===== config.mk =====
export PLATFORM = sky130hd
export DESIGN_NAME = oam_dma_arbiter
export DESIGN_NICKNAME = d
export VERILOG_FILES = /design/src/rtl/ppu_pkg.sv /design/src/rtl/oam_dma_engine.sv /design/src/rtl/oam_dma_arbiter.sv
export SDC_FILE = /design/constraint.sdc
export NUM_CORES = 1
export LEC_CHECK = 0
export ABC_CLOCK_PERIOD_IN_PS = 3500
export CORE_ASPECT_RATIO = 0.8
export CORE_MARGIN = 2
export CORE_UTILIZATION = 30
export DETAILED_ROUTE_END_ITERATION = 10
export GPL_TIMING_DRIVEN = 0
export PLACE_DENSITY = 0.64
export SLEW_MARGIN = 20
export SYNTH_ARGS = -nofsm -noshare
export SYNTH_HDL_FRONTEND = slang
export SYNTH_HIERARCHICAL = 1
export SYNTH_SLANG_ARGS = --single-unit

===== constraint.sdc =====
create_clock -name clk_i -period 3.5 [get_ports clk_i]
set_input_delay 0.7 -clock clk_i [delete_from_list [all_inputs] [get_ports clk_i]]
set_output_delay 0.7 -clock clk_i [all_outputs]
set_load 0.05 [all_outputs]

===== src/rtl/ppu_pkg.sv =====
// Shared encodings and address map for the PPU video-memory slice:
// PPU mode codes, VRAM/OAM windows, the DMA trigger register and DMA FSM states.
package ppu_pkg;

  typedef enum logic [1:0] {
    PPU_HBLANK = 2'd0,
    PPU_VBLANK = 2'd1,
    PPU_SCAN   = 2'd2,
    PPU_DRAW   = 2'd3
  } PPU_STATES_t;

  typedef enum logic [1:0] {
    DMA_IDLE  = 2'd0,
    DMA_START = 2'd1,
    DMA_XFER  = 2'd2
  } dma_state_t;

  localparam logic [15:0] VRAM_BASE    = 16'h8000;
  localparam logic [15:0] VRAM_END     = 16'h9FFF;
  localparam logic [15:0] OAM_BASE     = 16'hFE00;
  localparam logic [15:0] OAM_END      = 16'hFE9F;
  localparam logic [15:0] DMA_REG_ADDR = 16'hFF46;

  function automatic logic is_vram(input logic [15:0] addr);
    return (addr >= VRAM_BASE) && (addr <= VRAM_END);
  endfunction

  function automatic logic is_oam(input logic [15:0] addr);
    return (addr >= OAM_BASE) && (addr <= OAM_END);
  endfunction

endpackage


===== src/rtl/oam_dma_engine.sv =====
// OAM DMA sequencer: START delay of one byte-period, then per byte a source read,
// a capture and one OAM write request. A trigger restarts it from any state.
module oam_dma_engine
  import ppu_pkg::*;
#(
  parameter int unsigned DMA_CYCLES_PER_BYTE = 4,
  parameter int unsigned DMA_LEN             = 160
) (
  input  logic        clk_i,
  input  logic        rst_ni,
  input  logic        trig_i,
  input  logic [7:0]  trig_page_i,
  input  logic [7:0]  src_rdata_i,
  output logic        busy_o,
  output logic [15:0] src_addr_o,
  output logic        src_rd_o,
  output logic        wr_o,
  output logic [15:0] wr_addr_o,
  output logic [7:0]  wr_data_o
);

  localparam int          IW       = (DMA_LEN > 1) ? $clog2(DMA_LEN) : 1;
  localparam logic [3:0]  PH_LAST  = 4'(DMA_CYCLES_PER_BYTE - 1);
  localparam bit          LIVE_WR  = (DMA_CYCLES_PER_BYTE == 2);
  localparam logic [3:0]  PH_WR    = LIVE_WR ? 4'd1 : 4'd2;
  localparam logic [IW-1:0] IDX_LAST = IW'(DMA_LEN - 1);

  dma_state_t      state_q, state_d;
  logic [IW-1:0]   idx_q, idx_d;
  logic [3:0]      ph_q, ph_d;
  logic [7:0]      page_q, page_d;
  logic [7:0]      data_q, data_d;
  logic            xfer_s;

  // State, byte index, phase, source page and captured byte.
  always_ff @(posedge clk_i or negedge rst_ni) begin
    if (!rst_ni) begin
      state_q <= DMA_IDLE;
      idx_q   <= '0;
      ph_q    <= 4'd0;
      page_q  <= 8'h00;
      data_q  <= 8'h00;
    end else begin
      state_q <= state_d;
      idx_q   <= idx_d;
      ph_q    <= ph_d;
      page_q  <= page_d;
      data_q  <= data_d;
    end
  end

  // Next state; a trigger overrides whatever the sequencer would do this cycle.
  always_comb begin
    state_d = state_q;
    idx_d   = idx_q;
    ph_d    = ph_q;
    page_d  = page_q;
    data_d  = data_q;
    if (trig_i) begin
      state_d = DMA_START;
      idx_d   = '0;
      ph_d    = 4'd0;
      page_d  = trig_page_i;
    end else begin
      case (state_q)
        DMA_IDLE: begin
          state_d = DMA_IDLE;
        end
        DMA_START: begin
          if (ph_q == PH_LAST) begin
            state_d = DMA_XFER;
            ph_d    = 4'd0;
          end else begin
            ph_d = ph_q + 4'd1;
          end
        end
        DMA_XFER: begin
          if (ph_q == 4'd1) begin
            data_d = src_rdata_i;
          end else begin
            data_d = data_q;
          end
          if (ph_q == PH_LAST) begin
            ph_d = 4'd0;
            if (idx_q == IDX_LAST) begin
              state_d = DMA_IDLE;
              idx_d   = '0;
            end else begin
              idx_d = idx_q + IW'(1);
            end
          end else begin
            ph_d = ph_q + 4'd1;
          end
        end
        default: begin
          state_d = DMA_IDLE;
          idx_d   = '0;
          ph_d    = 4'd0;
        end
      endcase
    end
  end

  assign xfer_s     = (state_q == DMA_XFER);
  assign busy_o     = (state_q != DMA_IDLE);
  assign src_rd_o   = xfer_s && (ph_q == 4'd0);
  assign src_addr_o = src_rd_o ? ({page_q, 8'h00} + 16'(idx_q)) : 16'h0000;
  assign wr_o       = xfer_s && (ph_q == PH_WR);
  assign wr_addr_o  = wr_o ? (OAM_BASE + 16'(idx_q)) : 16'h0000;
  // With two clocks per byte there is no capture slot, so the live source data is written.
  assign wr_data_o  = wr_o ? (LIVE_WR ? src_rdata_i : data_q) : 8'h00;

endmodule


===== src/rtl/oam_dma_arbiter.sv =====
// Video-memory port arbiter: DMA write > PPU read > CPU access, DMA-busy blocking
// and read-data steering. Optional PPU-mode CPU locks under `PPU_ACCESS_LOCK_EN.
module oam_dma_arbiter
  import ppu_pkg::*;
#(
  parameter int unsigned DMA_CYCLES_PER_BYTE = 4,
  parameter int unsigned DMA_LEN             = 160
) (
  input  logic        clk_i,
  input  logic        rst_ni,
  input  logic [15:0] cpu_addr_i,
  input  logic        cpu_rd_i,
  input  logic        cpu_wr_i,
  input  logic [7:0]  cpu_wdata_i,
  output logic [7:0]  cpu_rdata_o,
  input  logic [1:0]  ppu_mode_i,
  input  logic        ppu_rd_i,
  input  logic [15:0] ppu_addr_i,
  output logic [7:0]  ppu_rdata_o,
  output logic [15:0] vid_addr_o,
  output logic        vid_rd_o,
  output logic        vid_wr_o,
  output logic [7:0]  vid_wdata_o,
  input  logic [7:0]  vid_rdata_i,
  output logic [15:0] dma_src_addr_o,
  output logic        dma_src_rd_o,
  input  logic [7:0]  dma_src_rdata_i,
  output logic        dma_busy_o
);

  PPU_STATES_t mode_s;
  logic        trig_s, dma_busy_s, dma_wr_s;
  logic [15:0] dma_wr_addr_s;
  logic [7:0]  dma_wr_data_s;
  logic        cpu_oam_s, cpu_vram_s, cpu_lock_s, cpu_go_s, ppu_go_s;
  logic        rd_pend_q, rd_pend_d;
  logic        owner_q, owner_d;   // 1 = PPU issued the outstanding read, 0 = CPU

  assign mode_s = PPU_STATES_t'(ppu_mode_i);
  assign trig_s = cpu_wr_i && (cpu_addr_i == DMA_REG_ADDR);

  oam_dma_engine #(
    .DMA_CYCLES_PER_BYTE(DMA_CYCLES_PER_BYTE),
    .DMA_LEN            (DMA_LEN)
  ) u_engine (
    .clk_i      (clk_i),
    .rst_ni     (rst_ni),
    .trig_i     (trig_s),
    .trig_page_i(cpu_wdata_i),
    .src_rdata_i(dma_src_rdata_i),
    .busy_o     (dma_busy_s),
    .src_addr_o (dma_src_addr_o),
    .src_rd_o   (dma_src_rd_o),
    .wr_o       (dma_wr_s),
    .wr_addr_o  (dma_wr_addr_s),
    .wr_data_o  (dma_wr_data_s)
  );

  assign dma_busy_o = dma_busy_s;
  assign cpu_oam_s  = is_oam(cpu_addr_i);
  assign cpu_vram_s = is_vram(cpu_addr_i);

`ifdef PPU_ACCESS_LOCK_EN
  assign cpu_lock_s = (cpu_oam_s && ((mode_s == PPU_SCAN) || (mode_s == PPU_DRAW))) ||
                      (cpu_vram_s && (mode_s == PPU_DRAW));
`else
  assign cpu_lock_s = 1'b0 & (mode_s == PPU_DRAW);
`endif

  // OAM is owned by the DMA while it runs, so PPU OAM reads never reach the port then.
  assign ppu_go_s = ppu_rd_i && !dma_wr_s && !(dma_busy_s && is_oam(ppu_addr_i));
  assign cpu_go_s = (cpu_rd_i || cpu_wr_i) && (cpu_oam_s || cpu_vram_s) &&
                    !dma_busy_s && !dma_wr_s && !ppu_rd_i && !cpu_lock_s;

  // Single video port mux in priority order.
  always_comb begin
    vid_addr_o  = 16'h0000;
    vid_rd_o    = 1'b0;
    vid_wr_o    = 1'b0;
    vid_wdata_o = 8'h00;
    if (dma_wr_s) begin
      vid_wr_o    = 1'b1;
      vid_addr_o  = dma_wr_addr_s;
      vid_wdata_o = dma_wr_data_s;
    end else if (ppu_go_s) begin
      vid_rd_o   = 1'b1;
      vid_addr_o = ppu_addr_i;
    end else if (cpu_go_s) begin
      vid_addr_o  = cpu_addr_i;
      vid_wr_o    = cpu_wr_i;
      vid_rd_o    = !cpu_wr_i;
      vid_wdata_o = cpu_wr_i ? cpu_wdata_i : 8'h00;
    end else begin
      vid_rd_o = 1'b0;
    end
  end

  // Next read owner.
  always_comb begin
    rd_pend_d = vid_rd_o;
    owner_d   = owner_q;
    if (ppu_go_s) begin
      owner_d = 1'b1;
    end else if (cpu_go_s) begin
      owner_d = 1'b0;
    end else begin
      owner_d = owner_q;
    end
  end

  // Outstanding-read flag and its owner.
  always_ff @(posedge clk_i or negedge rst_ni) begin
    if (!rst_ni) begin
      rd_pend_q <= 1'b0;
      owner_q   <= 1'b0;
    end else begin
      rd_pend_q <= rd_pend_d;
      owner_q   <= owner_d;
    end
  end

  assign cpu_rdata_o = (rd_pend_q && !owner_q) ? vid_rdata_i : 8'hFF;
  assign ppu_rdata_o = (rd_pend_q &&  owner_q) ? vid_rdata_i : 8'hFF;

endmodule


# After elaboration in Yosys (flattened, before gate mapping)

Index checks and enable logic that the tools add are counted.

$add $sub $neg: 4
Order comparisons: 6
Equality and inequality tests: 12
Multiplexer cells: 30
Bitwise logic cells: 1
Reduce and logical (&&, ||, !) cells: 32

Operators with widths:

| operator                                                               | count |
|---|---|
| 8-bit two-way mux                                                      | 9 |
| 16-bit two-way mux                                                     | 4 |
| 16-bit >= comparator (second input constant)                           | 3 |
| 16-bit <= comparator (second input constant)                           | 3 |
| 16-bit by 8-bit adder with 16-bit output                               | 1 |
| 16-bit equality test (second input constant)                           | 1 |
| 8-bit case mux with 2 select lines                                     | 1 |
| 1-bit logical AND                                                      | 15 |
| 10-bit by 9-bit adder with 11-bit output (first input constant)        | 1 |
| 8-bit by 1-bit adder with 8-bit output (second input constant)         | 1 |
| 4-bit by 2-bit equality test with 1-bit output (second input constant) | 2 |
| 8-bit equality test (second input constant)                            | 1 |
| 1-bit two-way mux                                                      | 8 |
| 2-bit two-way mux                                                      | 4 |
| 4-bit two-way mux                                                      | 2 |
| 4-bit case mux with 2 select lines                                     | 1 |
| 1-bit logical NOT                                                      | 6 |
| 3-bit != test (second input constant)                                  | 2 |
| 3-bit AND reduction                                                    | 2 |
| 4-bit by 1-bit adder with 4-bit output (second input constant)         | 1 |
| 4-bit by 1-bit equality test with 1-bit output (second input constant) | 1 |
| 4-bit logical NOT                                                      | 1 |
| 2-bit case mux with 2 select lines                                     | 1 |
| 2-bit nonzero test                                                     | 2 |
| other kinds (10)                                                       | 12 |

Register bits: 32
Input port bits: 63
Word-level logic and storage cells: 92

# Logic depth before layout (Yosys ltp)

Depth after elaboration: 10
Depth in mapped cells: 11
Mapped depth without buffers: 8

# Cells and area by module

The synthesis kept the hierarchy.

By module, submodules not included:

| module          | instances | cells each | area an instance (µm²) | seq. area each (µm²) |
|---|---|---|---|---|
| oam_dma_engine  | 1         | 182        | 1789.2                 | 750.7 |
| oam_dma_arbiter | 1         | 91         | 787.0                  | 50.0 |

# Worst setup path before layout

No wires, ideal clock.

Kind: register to output
Start point: register u_engine.state_q[0]
End point: output vid_rd_o
Arrival time: 2.610 ns
Data required time: 2.800 ns
Path slack: 0.190 ns
Stages on the path, launching flop included: 10
Buffers on the path: 3
Cell sequence: dfrtp_1 inv_1 ha_1 and3_1 clkbuf_1 clkbuf_1 buf_4 nor4_4 nand2_1 o21bai_1

Cells in the longest elaborated chain, start to end: 8

RTL lines:

| element                        | RTL line                                     | RTL |
|---|---|---|
| start: declaration             | oam_dma_engine.sv:28                         | `dma_state_t state_q, state_d;` |
| start signal: assignment       | oam_dma_engine.sv:44                         | `state_q <= state_d;` |
| 2-bit equality test *          | oam_dma_engine.sv:104                        | `assign xfer_s = (state_q == DMA_XFER);` |
| 1-bit logical AND *            | oam_dma_engine.sv:108                        | `assign wr_o = xfer_s && (ph_q == PH_WR);` |
| named net dma_wr_s             | oam_dma_arbiter.sv:32                        | `logic trig_s, dma_busy_s, dma_wr_s;` |
| 1-bit logical NOT              | oam_dma_arbiter.sv:71, oam_dma_arbiter.sv:73 |  |
| 1-bit logical AND (2 in a row) | oam_dma_arbiter.sv:73                        | `!dma_busy_s && !dma_wr_s && !ppu_rd_i && !cpu_lock_s;` |
| 1-bit two-way mux              | oam_dma_arbiter.sv:88                        | `end else if (cpu_go_s) begin` |
| 1-bit two-way mux              | oam_dma_arbiter.sv:85                        | `end else if (ppu_go_s) begin` |
| 1-bit two-way mux *            | oam_dma_arbiter.sv:81                        | `if (dma_wr_s) begin` |
| end: declaration               | oam_dma_arbiter.sv:21                        | `output logic vid_rd_o,` |

The timed path passes the listed nets; every way through them passes the cells marked *.

# Worst setup path in the final report

Start point: input ppu_addr_i[5]
End point: output vid_addr_o[7]

Cells in the longest elaborated chain, start to end: 7

RTL lines:

| element                                                             | RTL line              | RTL |
|---|---|---|
| start: declaration                                                  | oam_dma_arbiter.sv:18 | `input logic [15:0] ppu_addr_i,` |
| 16-bit >= comparator / 16-bit <= comparator (equally long branches) | ppu_pkg.sv:29         | `return (addr >= OAM_BASE) && (addr <= OAM_END);` |
| 1-bit logical AND *                                                 | ppu_pkg.sv:29         |  |
| 1-bit logical AND *                                                 | oam_dma_arbiter.sv:71 | `assign ppu_go_s = ppu_rd_i && !dma_wr_s && !(dma_busy_s && is_oam(ppu_addr_i));` |
| 1-bit logical NOT *                                                 | oam_dma_arbiter.sv:71 |  |
| 1-bit logical AND *                                                 | oam_dma_arbiter.sv:71 |  |
| 16-bit two-way mux *                                                | oam_dma_arbiter.sv:85 |  |
| 16-bit two-way mux *                                                | oam_dma_arbiter.sv:81 |  |
| end: declaration                                                    | oam_dma_arbiter.sv:20 | `output logic [15:0] vid_addr_o,` |

Mark *: on every way between the ends. The rest lies on a longest branch, timed or not.

==> flow_metrics.env <==
export IMPL_io_pins=123
export IMPL_worstReg2RegEnd="rd_pend_q"
export IMPL_drt_iter0_markers=119
export IMPL_fin_cells=515
export IMPL_layout_common_cells="clkdlybuf4s50_1 (83), and2_1 (40), dfrtp_1 (32), buf_2 (23), nor2_1 (14)"
export IMPL_synth_simple_area_share=0.288
export IMPL_ys_ff_latch=32
export IMPL_critPathBufInv=3
export IMPL_crit_path_end_kind="output pin"
export IMPL_cts_buffers=5
export IMPL_cp_cell_sequence="clkdlybuf4s50_1 > o21ai_1 > nand4_1 > o311a_1 > buf_2 > a221o_2 > clkdlybuf4s15_2"
export IMPL_port_buffers=120
export IMPL_cts_htree_levels=2
export IMPL_hold_path_class="in2async"
export IMPL_placed_cells=506
export IMPL_grt_util_all_layers=0.178
export IMPL_max_freq_mhz=296
export IMPL_ir_drop_mv=0.119
export IMPL_drv_slew=0
export IMPL_status="finished, final reports clean"
export IMPL_wire_per_inst_um=16.1
export IMPL_die_area_um2=9350
export IMPL_synth_fa_ha_area_frac=0.0389
export IMPL_worstPathArrival_ns=2.67
export IMPL_synth_xor_area_share=0
export IMPL_ys_warn_count=6
export IMPL_place_area_um2=3930
export IMPL_dieWidth_um=108
export IMPL_hold_ws_ns=0.204
export IMPL_drive_gt1_frac=0.251
export IMPL_postSynthAreaPerCell_um2=9.44
export IMPL_finalSetupViolations=0
export IMPL_async_flop_share=1.00
export IMPL_yosysSeqAreaShare=0.311
export IMPL_grt_pass1_wl_um=13100
export IMPL_p_leak_nw=1.87
export IMPL_cpPeakStageDelay_ns=0.43
export IMPL_tns_ns=0
export IMPL_fin_nets=474
export IMPL_ant_nets=0
export IMPL_rsz0062_at_grt="no"
export IMPL_viasPerCell=5.10
export IMPL_synthesis_area_um2=2580
export IMPL_ys_types=57
export IMPL_required_ns=2.80
export IMPL_cts_sinks=32
export IMPL_clk_pin_slew_ns=0.07
export IMPL_design_area_um2=3970
export IMPL_synthMuxAreaShare=0.0743
export IMPL_totalPowerFinal_mw=0.885
export IMPL_placementRows=30
export IMPL_cts_root_buffer="clkbuf_8"
export IMPL_synth_compound_area_frac=0.211
export IMPL_holdBufCountCts=0
export IMPL_initial_utilization=0.306
export IMPL_first_global_vias=2605
export IMPL_crit_type="in2out"
export IMPL_routed_wl_um=8280
export IMPL_worstReg2RegStart="u_engine/state_q[0]"
export IMPL_fin_skew_ns=0.00800
export IMPL_grt_overflow=0
export IMPL_critPathMaxFanout=9
export IMPL_antenna_found_initial=0
export IMPL_layout_commonest_cell="clkdlybuf4s50_1"
export IMPL_syn_num_nets=344
export IMPL_fin_crit_sh=0.964
export IMPL_coreArea_um2=8410
export IMPL_hpwl_um=6450
export IMPL_area_growth_pct=54.0
export IMPL_min_period_ns=3.37
export IMPL_synth_main_ff_cell="dfrtp_1"
export IMPL_place_gp_congestion=0.804
export IMPL_r2r_cells=10
export IMPL_num_vias=2627
export IMPL_cts_tree="yes"
export IMPL_reg2reg_setup_slack_ns=1.35
export IMPL_critical_path_top_delay_family="buffers and inverters"
export IMPL_synth_edf_count=0
export IMPL_drcViolationCount=0
export IMPL_n_antenna_cell=0
export IMPL_grt_max_degree=31
export IMPL_die_y_um=86.9
export IMPL_slew_headroom=0.593
export IMPL_critPathLaunchType="primary input"
export IMPL_clock_latency_ns=0.29
export IMPL_synth_top_family_by_area="simple AND/OR/NAND/NOR gates"
export IMPL_drv_cap=0
export IMPL_syn_inst=273
export IMPL_first_pass_iters=4
export IMPL_hold_viol_final=0
export IMPL_cp_slowest_cell="clkdlybuf4s50_1"
export IMPL_powerDensity_nw_per_um2=223
export IMPL_clk_path_buf_depth=2
export IMPL_worst_slew_pin_slew_ns=0.610
[power by group]
group	leakage [nW]	total, mW	switching, mW	internal (mW)
clock network	0.0410	0.275	0.140	0.135
registers	0.419	0.371	0.000643	0.371
logic	1.41	0.239	0.127	0.112
total	1.87	0.885	0.267	0.618
[metrics by stage]
stage | setup slack (ns) | util
floorplan | 0.190 | -
global placement | -0.792 | 0.466
detailed placement | -0.869 | 0.468
CTS | 0.00978 | 0.472
global route | 0.000769 | 0.472
finish | 0.125 | 0.472
[flip-flops by register name (all words and copies together), names as in the netlist]
register / count
rd_pend_q: 1
u_engine/state_q: 2
owner_q: 1
u_engine/data_q: 8
u_engine/idx_q: 8
u_engine/ph_q: 4
u_engine/page_q: 8
[timing repair]
action,in CTS,in global routing
resized for setup,127,10
pin swaps,2,0
buffers inserted,3,0
setup endpoints to repair,35,27
[worst max-delay path by stage]
| stage | start | endpoint | slack, ns | cells after the start |
|---|---|---|---|---|
| 2_1_floorplan | u_engine/state_q[0] | vid_rd_o | 0.19 | 9 |
| 3_3_place_gp | u_engine/state_q[0] | vid_wdata_o[7] | -0.79 | 12 |
| 3_5_place_dp | u_engine/state_q[0] | vid_wdata_o[7] | -0.87 | 12 |
| 4_1_cts | u_engine/ph_q[0] | vid_rd_o | 0.01 | 11 |
| 5_1_grt | u_engine/ph_q[0] | vid_wdata_o[7] | 0.0008 | 11 |
| 6_report | ppu_addr_i[5] | vid_addr_o[7] | 0.13 | 7 |
[final cells by class]
type,instances,area [um2]
fillers,819,4440
multi-input cells,209,1600
repair buffers,124,1150
flip-flops and latches,32,801
plain buffers,24,178
well taps,112,140
clock buffers,6,72.6
inverters,7,26.3
clock inverters,1,5.00
[synthesized netlist by cell type, types with 2 or more instances]
| cell type | count | area share |
|---|---|---|
| buf_2 | 4 | 0.0078 |
| a21oi_1 | 8 | 0.016 |
| or2_2 | 8 | 0.019 |
| mux2_2 | 4 | 0.017 |
| nand2_1 | 12 | 0.017 |
| a221o_2 | 8 | 0.035 |
| and2_1 | 40 | 0.097 |
| buf_6 | 2 | 0.0087 |
| nand3_1 | 6 | 0.012 |
| dfrtp_1 | 32 | 0.31 |
| nor2b_1 | 3 | 0.0073 |
| ha_1 | 8 | 0.039 |
| nor2_1 | 14 | 0.020 |
| and3_2 | 7 | 0.020 |
| a31oi_1 | 3 | 0.0073 |
| a32o_2 | 8 | 0.035 |
| nor3b_1 | 2 | 0.0058 |
| inv_1 | 6 | 0.0087 |
| nand2b_1 | 9 | 0.022 |
| nand4_1 | 4 | 0.0097 |
| o21ai_0 | 3 | 0.0058 |
| clkbuf_1 | 7 | 0.010 |
| mux2_1 | 13 | 0.057 |
| and3_1 | 4 | 0.0097 |
| and4_1 | 2 | 0.0068 |
| buf_4 | 9 | 0.026 |
| o21ai_1 | 7 | 0.014 |
| o21a_1 | 3 | 0.0087 |
| a221o_1 | 9 | 0.035 |
[cell families after synthesis]
kind of cell / after synthesis
fa+ha+maj: 8
buf+inv: 32
other cells: 1
flops: 32
mux: 17
compound gates: 63
simple gates: 120
[per-layer routing]
metal | up-vias | GRT usage | part of all wire
met1 | 1250 | 0.226 | 0.45
met4 | 0 | 0.0361 | 0.0057
li1 | 1256 | - | -
met3 | 4 | 0.0568 | 0.097
met2 | 117 | 0.300 | 0.45
met5 | - | 0 | 0
Note: power is estimated with default switching activity, not from simulation.
